==> src/rtl/dds_multichannel_avalon.sv <==
// N-channel phase accumulator with double-buffered tuning, offset and linear sweep,
// programmed through an Avalon-MM slave with per-channel and broadcast commits.
module dds_multichannel_avalon #(
   parameter int unsigned N_CH      = 4,
   parameter int unsigned INC_WIDTH = 32,
   parameter int unsigned PHASE_W   = 14,
   parameter int unsigned DWELL_W   = 16,
   parameter int unsigned ADDR_W    = 5
) (
   input  logic                      i_clk,
   input  logic                      i_rst_n,
   input  logic                      chipselect,
   input  logic                      write,
   input  logic                      read,
   input  logic [ADDR_W-1:0]         address,
   input  logic [31:0]               writedata,
   output logic [31:0]               readdata,
   output logic [N_CH*PHASE_W-1:0]   o_phase,
   output logic [N_CH-1:0]           o_valid,
   output logic                      o_irq
);

   localparam int unsigned CH_W = ADDR_W - 3;

   typedef enum logic [1:0] {StIdle, StDwell, StDone} sweep_st_e;

   logic [2:0]      reg_sel;
   logic [CH_W-1:0] ch_sel;
   logic            wr_en, cmd_wr;
   logic [N_CH-1:0] hit, commit, clear;
   logic [31:0]     rd_val;

   logic [4:0]           ctrl_sh [N_CH];
   logic [INC_WIDTH-1:0] inc_sh  [N_CH];
   logic [INC_WIDTH-1:0] ofs_sh  [N_CH];
   logic [INC_WIDTH-1:0] step_sh [N_CH];
   logic [INC_WIDTH-1:0] lim_sh  [N_CH];
   logic [DWELL_W-1:0]   dwell_sh[N_CH];

   logic [4:0]           ctrl_q  [N_CH];
   logic [INC_WIDTH-1:0] start_q [N_CH];
   logic [INC_WIDTH-1:0] ofs_q   [N_CH];
   logic [INC_WIDTH-1:0] step_q  [N_CH];
   logic [INC_WIDTH-1:0] lim_q   [N_CH];
   logic [DWELL_W-1:0]   dwell_q [N_CH];
   logic [INC_WIDTH-1:0] acc_q   [N_CH];
   logic [PHASE_W-1:0]   phase_q [N_CH];

   sweep_st_e            state_q [N_CH];
   sweep_st_e            state_d [N_CH];
   logic [INC_WIDTH-1:0] cur_q   [N_CH];
   logic [INC_WIDTH-1:0] cur_d   [N_CH];
   logic [DWELL_W-1:0]   cnt_q   [N_CH];
   logic [DWELL_W-1:0]   cnt_d   [N_CH];
   logic [N_CH-1:0]      done_q, done_d, over;
   logic [INC_WIDTH:0]   nxt     [N_CH];

   assign reg_sel = address[2:0];
   assign ch_sel  = address[ADDR_W-1:3];
   assign wr_en   = chipselect & write;
   assign cmd_wr  = wr_en & (reg_sel == 3'd7) & (|hit);

   // Out-of-range channel indices match no hit bit, so they neither write nor broadcast.
   always_comb begin
      hit    = '0;
      commit = '0;
      clear  = '0;
      for (int k = 0; k < N_CH; k++) begin
         hit[k]    = (ch_sel == CH_W'(k));
         commit[k] = cmd_wr & (writedata[2] | (hit[k] & writedata[0]));
         clear[k]  = cmd_wr & writedata[1] & (writedata[2] | hit[k]);
      end
   end

   always_comb begin
      rd_val = '0;
      for (int k = 0; k < N_CH; k++) begin
         if (hit[k]) begin
            case (reg_sel)
               3'd0: rd_val = 32'(ctrl_sh[k]);
               3'd1: rd_val = 32'(inc_sh[k]);
               3'd2: rd_val = 32'(ofs_sh[k]);
               3'd3: rd_val = 32'(step_sh[k]);
               3'd4: rd_val = 32'(lim_sh[k]);
               3'd5: rd_val = 32'(dwell_sh[k]);
               3'd6: rd_val = 32'(cur_q[k]);
               3'd7: rd_val = {29'd0, done_q[k], state_q[k] == StDwell, ctrl_q[k][0]};
            endcase
         end
      end
   end

   always_ff @(posedge i_clk or negedge i_rst_n) begin
      if (!i_rst_n) begin
         readdata <= '0;
         for (int k = 0; k < N_CH; k++) begin
            ctrl_sh[k]  <= '0;
            inc_sh[k]   <= '0;
            ofs_sh[k]   <= '0;
            step_sh[k]  <= '0;
            lim_sh[k]   <= '0;
            dwell_sh[k] <= '0;
            ctrl_q[k]   <= '0;
            start_q[k]  <= '0;
            ofs_q[k]    <= '0;
            step_q[k]   <= '0;
            lim_q[k]    <= '0;
            dwell_q[k]  <= '0;
            acc_q[k]    <= '0;
            phase_q[k]  <= '0;
         end
      end else begin
         if (chipselect && read) readdata <= rd_val;
         for (int k = 0; k < N_CH; k++) begin
            if (wr_en && hit[k]) begin
               case (reg_sel)
                  3'd0:    ctrl_sh[k]  <= writedata[4:0];
                  3'd1:    inc_sh[k]   <= writedata[INC_WIDTH-1:0];
                  3'd2:    ofs_sh[k]   <= writedata[INC_WIDTH-1:0];
                  3'd3:    step_sh[k]  <= writedata[INC_WIDTH-1:0];
                  3'd4:    lim_sh[k]   <= writedata[INC_WIDTH-1:0];
                  3'd5:    dwell_sh[k] <= writedata[DWELL_W-1:0];
                  default: ;
               endcase
            end
            if (commit[k]) begin
               ctrl_q[k]  <= ctrl_sh[k];
               start_q[k] <= inc_sh[k];
               ofs_q[k]   <= ofs_sh[k];
               step_q[k]  <= step_sh[k];
               lim_q[k]   <= lim_sh[k];
               dwell_q[k] <= dwell_sh[k];
            end
            if (clear[k]) acc_q[k] <= '0;
            else if (ctrl_q[k][0]) acc_q[k] <= acc_q[k] + cur_q[k];
            if (ctrl_q[k][0]) begin
               phase_q[k] <= PHASE_W'((acc_q[k] + ofs_q[k]) >> (INC_WIDTH - PHASE_W));
            end
         end
      end
   end

   always_ff @(posedge i_clk or negedge i_rst_n) begin
      if (!i_rst_n) begin
         done_q <= '0;
         for (int k = 0; k < N_CH; k++) begin
            state_q[k] <= StIdle;
            cur_q[k]   <= '0;
            cnt_q[k]   <= '0;
         end
      end else begin
         done_q <= done_d;
         for (int k = 0; k < N_CH; k++) begin
            state_q[k] <= state_d[k];
            cur_q[k]   <= cur_d[k];
            cnt_q[k]   <= cnt_d[k];
         end
      end
   end

   // Step arithmetic is one bit wider so carry/borrow counts as passing the limit.
   always_comb begin
      done_d = done_q;
      over   = '0;
      for (int k = 0; k < N_CH; k++) begin
         state_d[k] = state_q[k];
         cur_d[k]   = cur_q[k];
         cnt_d[k]   = cnt_q[k];
         nxt[k]     = ctrl_q[k][2] ? ({1'b0, cur_q[k]} - {1'b0, step_q[k]})
                                   : ({1'b0, cur_q[k]} + {1'b0, step_q[k]});
         over[k]    = ctrl_q[k][2] ? (nxt[k][INC_WIDTH] || (nxt[k][INC_WIDTH-1:0] < lim_q[k]))
                                   : (nxt[k] > {1'b0, lim_q[k]});
         if (commit[k]) begin
            state_d[k] = (ctrl_sh[k][0] && ctrl_sh[k][1]) ? StDwell : StIdle;
            cur_d[k]   = inc_sh[k];
            cnt_d[k]   = '0;
            done_d[k]  = 1'b0;
         end else if (ctrl_q[k][0] && ctrl_q[k][1] && state_q[k] == StDwell) begin
            if (cnt_q[k] != dwell_q[k]) begin
               cnt_d[k] = cnt_q[k] + 1'b1;
            end else begin
               cnt_d[k] = '0;
               if (step_q[k] != '0) begin
                  if (!over[k]) begin
                     cur_d[k] = nxt[k][INC_WIDTH-1:0];
                  end else begin
                     done_d[k] = 1'b1;
                     if (ctrl_q[k][3]) begin
                        cur_d[k] = start_q[k];
                     end else begin
                        cur_d[k]   = lim_q[k];
                        state_d[k] = StDone;
                     end
                  end
               end
            end
         end
      end
   end

   always_comb begin
      o_phase = '0;
      o_valid = '0;
      o_irq   = 1'b0;
      for (int k = 0; k < N_CH; k++) begin
         o_phase[k*PHASE_W +: PHASE_W] = phase_q[k];
         o_valid[k] = ctrl_q[k][0];
         o_irq      = o_irq | (done_q[k] & ctrl_q[k][4]);
      end
   end

endmodule

==> config.mk <==
export PLATFORM = sky130hd
export DESIGN_NAME = dds_multichannel_avalon
export DESIGN_NICKNAME = d
export VERILOG_FILES = /design/src/rtl/dds_multichannel_avalon.sv
export SDC_FILE = /design/constraint.sdc
export NUM_CORES = 2
export LEC_CHECK = 0
export CAP_MARGIN = 40
export CORE_ASPECT_RATIO = 0.7
export CORE_UTILIZATION = 35
export CTS_BUF_LIST = sky130_fd_sc_hd__clkbuf_16
export CTS_CLUSTER_DIAMETER = 60
export DETAILED_ROUTE_END_ITERATION = 10
export SKIP_LAST_GASP = 1
export SYNTH_ARGS = -nofsm -noshare
export SYNTH_HDL_FRONTEND = slang
export SYNTH_SLANG_ARGS = --single-unit
==> constraint.sdc <==
create_clock -name i_clk -period 6.6 [get_ports i_clk]
set_clock_uncertainty 0.15 [all_clocks]
set_input_delay 0.66 -clock i_clk [delete_from_list [all_inputs] [get_ports i_clk]]
set_output_delay 0.66 -clock i_clk [all_outputs]
set_load 0.02 [all_outputs]
==> impl_summary.log <==
[metrics] width of the chip: slightly above 600 um
[metrics] share of synthesized flip-flops with an asynchronous set or reset: 100%
[metrics] router iterations before antenna repair: 6
[metrics] cell taking the most area after synthesis: dfrtp_1
[metrics] synthesized cell area: between 0.09 and 0.1 mm2
[metrics] NetSw: approximately 26 mW
[metrics] post-synthesis to final-layout area growth: 17.9%
[metrics] highest fanout seen on the critical path: 6
[metrics] Max Root-Sink Buffers: 4
[metrics] ys flop type: dfrtp_1
[metrics] later-pin clock latency in the skew report: between 0.9 and 1 ns
[metrics] Worst IR Drop VDD: 552 uV
[metrics] number of warnings reported in the yosys synthesis log: 0
[metrics] number of vias after detailed routing: 80.6k
[metrics] TritonCTS clock tree: done
[metrics] share of the core filled with cells in the final layout: about two fifths
[metrics] data arrival time of the worst path: between 7 and 8 ns
[metrics] top cells by area, synth: dfrtp_1 44%, mux2_2 8.4%, nand2_1 7.8%
[metrics] fillers: between 20k and 30k
[metrics] post-layout min period: 6.66 ns
[metrics] DRC Markers: 0
[metrics] final weighted congestion of routability-driven global placement: a little under 1
[metrics] number of slew-limit violations in the final report: 0
[metrics] maximum number of pins on one net before global-route repair: 190
[metrics] violated checks: negative setup slack
[metrics] effective utilization at floorplan: about a third
[metrics] switch share: between 40% and 50%
[metrics] Slowest-stage cell, CP: or4_4
[metrics] number of hold-slack violations in the final timing report: 0
[metrics] ratio of routed vias to standard cells: between 5 and 6
[metrics] worst hold slack: about 0.059 ns
[metrics] largest stage delay on the critical path: around 0.57 ns
[metrics] kind of end point of the critical path: flop
[metrics] worst max-slew margin expressed relative to the limit: 20.6%
[metrics] cell area power density: 542 mW/mm2
[metrics] sequential element share of the synthesized area: 43.7%
[metrics] clock transition time at the flip-flop clock pins of the worst setup and hold paths: ~0.06 ns
[metrics] die area: 0.266 mm2
[metrics] max-cap check violation count: 0
[metrics] number of enable flip-flop cells after synthesis: 0
[metrics] Clock Sinks: between 1.5k and 2k
[metrics] part of the total power dissipated in sequential elements: a little under a quarter
[metrics] WP data required: between 7 and 8 ns
[metrics] post-detail-place hpwl: 257,000 um
[metrics] final worst-path cycle share: 101%
[metrics] startpoint kind of the worst setup timing path: flop
[metrics] Setup WS post-layout: -0.0593 ns
[metrics] Avg Inst Size Synth: 9.45 um2
[metrics] TritonCTS Buffers: 184
[metrics] Core Region: between 0.2 and 0.3 mm2
[metrics] Top-Level Pins: about 140
[metrics] Mapped Nets: 10.3k
[metrics] GRT Residual Overflow: 0
[metrics] total leakage power: a little over 50 nW
[metrics] number of antenna violations at the first check in global routing: 39
[metrics] Internal Pwr Total: about 33 mW
[metrics] number of global-route vias before repair: around 76k
[metrics] outcome: finished with violations
[metrics] proportion of power drawn by the clock network: 17.7%
[metrics] number of cell rows: around 160
[metrics] first-pass GRT wire length: 524,000 um
[metrics] drt initial violations: 10.4k
[metrics] Root Buffer Master: clkbuf_16
[metrics] flip-flop and latch count after synthesis: around 1.6k
[metrics] f_max: roughly 150 MHz
[metrics] critical path type: flop to flop
[metrics] actual transition at the worst max-transition pin: 1.19 ns
[metrics] # setup viols final: 5
[metrics] synthesized instance count: 9,761
[metrics] final sum of negative setup slack: -0.108 ns
[metrics] count of unique library cells instantiated by Yosys: 90
[metrics] overall global routing resource usage: a little over a quarter
[metrics] CTS H-tree lvls: 4
[metrics] share of post-route cells with drive strength above 1: between 10% and 20%
[metrics] PortBufs: around 130
[metrics] count of nets left with antenna violations after detail routing: 0
[metrics] RSZ-0062 raised after global routing: true
[metrics] path type of the worst min-delay path: input pin to flop
[metrics] number of nets in the finished design: about 11k
[metrics] area share of the largest cell type after synthesis: between 40 and 50%
[metrics] Avg WL per Cell: 26.3 um
[metrics] post-detailed-routing wire length: approximately 360,000 um
[metrics] combinational share of power: 58.3%
[metrics] die height: 432 um
power by group through the flow:
stage | clock, mW | combinational (mW) | sequential [mW]
floorplan | 0 | 19.3 | 13.4
global placement | 0 | 28.6 | 14.1
detailed placement | 0 | 29.1 | 14.2
CTS | 10.5 | 31.2 | 14.1
global route | 10.9 | 36.9 | 14.3
finish | 10.4 | 34.3 | 14.1
routing by layer:
metal  global-route usage [%]  share of wire (%)  vias to the layer above
met5                        0              0.030                        -
met4                     10.2                4.6                       16
met3                     7.64                 12                      779
met2                     35.4                 39                     4298
met1                     39.2                 45                    40200
li1                         -                  -                    35300
flip-flops by register name, indices dropped and copies added (netlist names), 128 cells and up:
| name | flops |
|---|---|
| acc_q | 128 |
| inc_sh | 128 |
| ofs_sh | 128 |
| step_q | 128 |
| step_sh | 128 |
| lim_sh | 128 |
| cur_q | 128 |
| start_q | 128 |
| ofs_q | 128 |
| lim_q | 128 |
area by class of cell:
cell class	instances	area, um2	share of cell area [%]
Antenna cell	12	30.0	0.0276
Clock inverter	139	1240	1.14
Sequential cell	1612	40400	37.1
Inverter	241	905	0.831
Multi-Input combinational cell	7374	50700	46.6
Tap cell	3498	4380	4.02
Clock buffer	185	4630	4.25
Timing Repair Buffer	717	6580	6.05
per-stage QoR:
stage / setup WS [ns] / power, mW / area [um2] / std cells
after CTS: -0.0177 / 55.8 / 107000 / 13700
final: -0.0593 / 58.9 / 109000 / 13800
after global routing: -0.349 / 62.1 / 109000 / 13800
after global placement: -0.745 / 42.7 / 100000 / 13300
after floorplan: 0.0496 / 32.8 / 92300 / 9761
after detailed placement: -0.511 / 43.3 / 101000 / 13400
kinds of logic (layout without fill, tap and decap cells):
group                      count (synthesis)  in the layout  share of synthesized area [%]
and+or+nand+nor                         3244           3244                           14.9
AOI/OAI and AO/OA                       2216           2216                           15.6
DFF                                     1612           1612                           43.7
muxes                                    932            932                           11.1
buffers and inverters                    775           1282                           3.22
adders and majority gates                516            516                           7.06
xor gates and xnor gates                 466            466                           4.42
other                                      0             12                              0
cells in the final DEF (no fill, tap or decap), types with 23 or more instances in the layout:
cell type        instances
mux2_2                 687
dfrtp_1               1603
or3_1                   25
a31oi_1                132
a211oi_1                62
nor4_1                  39
inv_1                  265
ha_1                   498
o211ai_1               167
o21ai_0                490
nand3_1                133
o21bai_1                30
and3_1                  52
o31ai_1                 35
buf_12                  38
o22ai_1                 26
nand2_1               1909
buf_4                  495
a21oi_1                453
clkbuf_16              191
nand2b_1                67
o21a_1                  77
xor2_1                 162
mux2i_1                241
a21oi_2                 23
xnor2_1                291
clkinv_1                35
nor2_1                 576
clkdlybuf4s50_1        119
and2_1                  27
a22oi_1                110
nor2b_1                 53
clkinv_2                26
nor3_1                  90
a21o_1                 232
a221oi_1                89
nand4_1                 70
Yosys cell counts (all sizes together) (31+ instances only):
| cell | number |
|---|---|
| nand2 | 1922 |
| dfrtp | 1612 |
| mux2 | 689 |
| nor2 | 610 |
| o21ai | 516 |
| ha | 508 |
| a21oi | 480 |
| clkbuf | 459 |
| xnor2 | 298 |
| mux2i | 243 |
| inv | 241 |
| a21o | 232 |
| xor2 | 168 |
| o211ai | 167 |
| nand3 | 142 |
| a31oi | 137 |
| nor3 | 118 |
| a22oi | 110 |
| a221oi | 94 |
| o21a | 80 |
| a211oi | 76 |
| buf | 75 |
| nand2b | 70 |
| nand4 | 70 |
| nor2b | 59 |
| and3 | 57 |
| nor4 | 48 |
| or3 | 47 |
| o31ai | 39 |
| and2 | 34 |
| a41oi | 32 |
| o21bai | 31 |
path summary, 6_finish.rpt:
| kind | slack [ns] | start | end | cells past startpoint |
|---|---|---|---|---|
| setup reg to reg | -0.06 | step_q[69]$_DFFE_PN0P_ | cur_q[81]$_DFFE_PN0P_ | 28 |
| setup / recovery | -0.06 | step_q[69]$_DFFE_PN0P_ | cur_q[81]$_DFFE_PN0P_ | 28 |
| hold / removal | 0.06 | writedata[2] | lim_sh[34]$_DFFE_PN0P_ | 2 |
| max in group asynchronous | 4.33 | i_rst_n | o_phase[51]$_DFFE_PN0P_ | 4 |
| hold reg to reg | 0.32 | step_sh[68]$_DFFE_PN0P_ | step_q[68]$_DFFE_PN0P_ | 2 |
| min in group asynchronous | 0.25 | i_rst_n | ofs_sh[60]$_DFFE_PN0P_ | 2 |
timing repair:
| action | CTS | global route |
|---|---|---|
| gates resized for setup | 103 | 215 |
| endpoints found under the hold margin | 124 | 0 |
| setup endpoints to repair | 139 | 140 |
| pin swaps | 62 | 192 |
| gates cloned | 7 | 8 |
| buffers inserted | 24 | 33 |
| hold buffers | 1 | 0 |
critical path, delay by kind of cell (launching register included):
family,cells,cell delay (ns)
xor gates and xnor gates,2,0.32
adders and majority gates,2,0.56
muxes,1,0.14
and+or+nand+nor,10,2.34
DFF,1,0.40
AOI/OAI and AO/OA,9,1.96
buffers and inverters,4,0.64
Note: power is estimated with default switching activity, not from simulation.
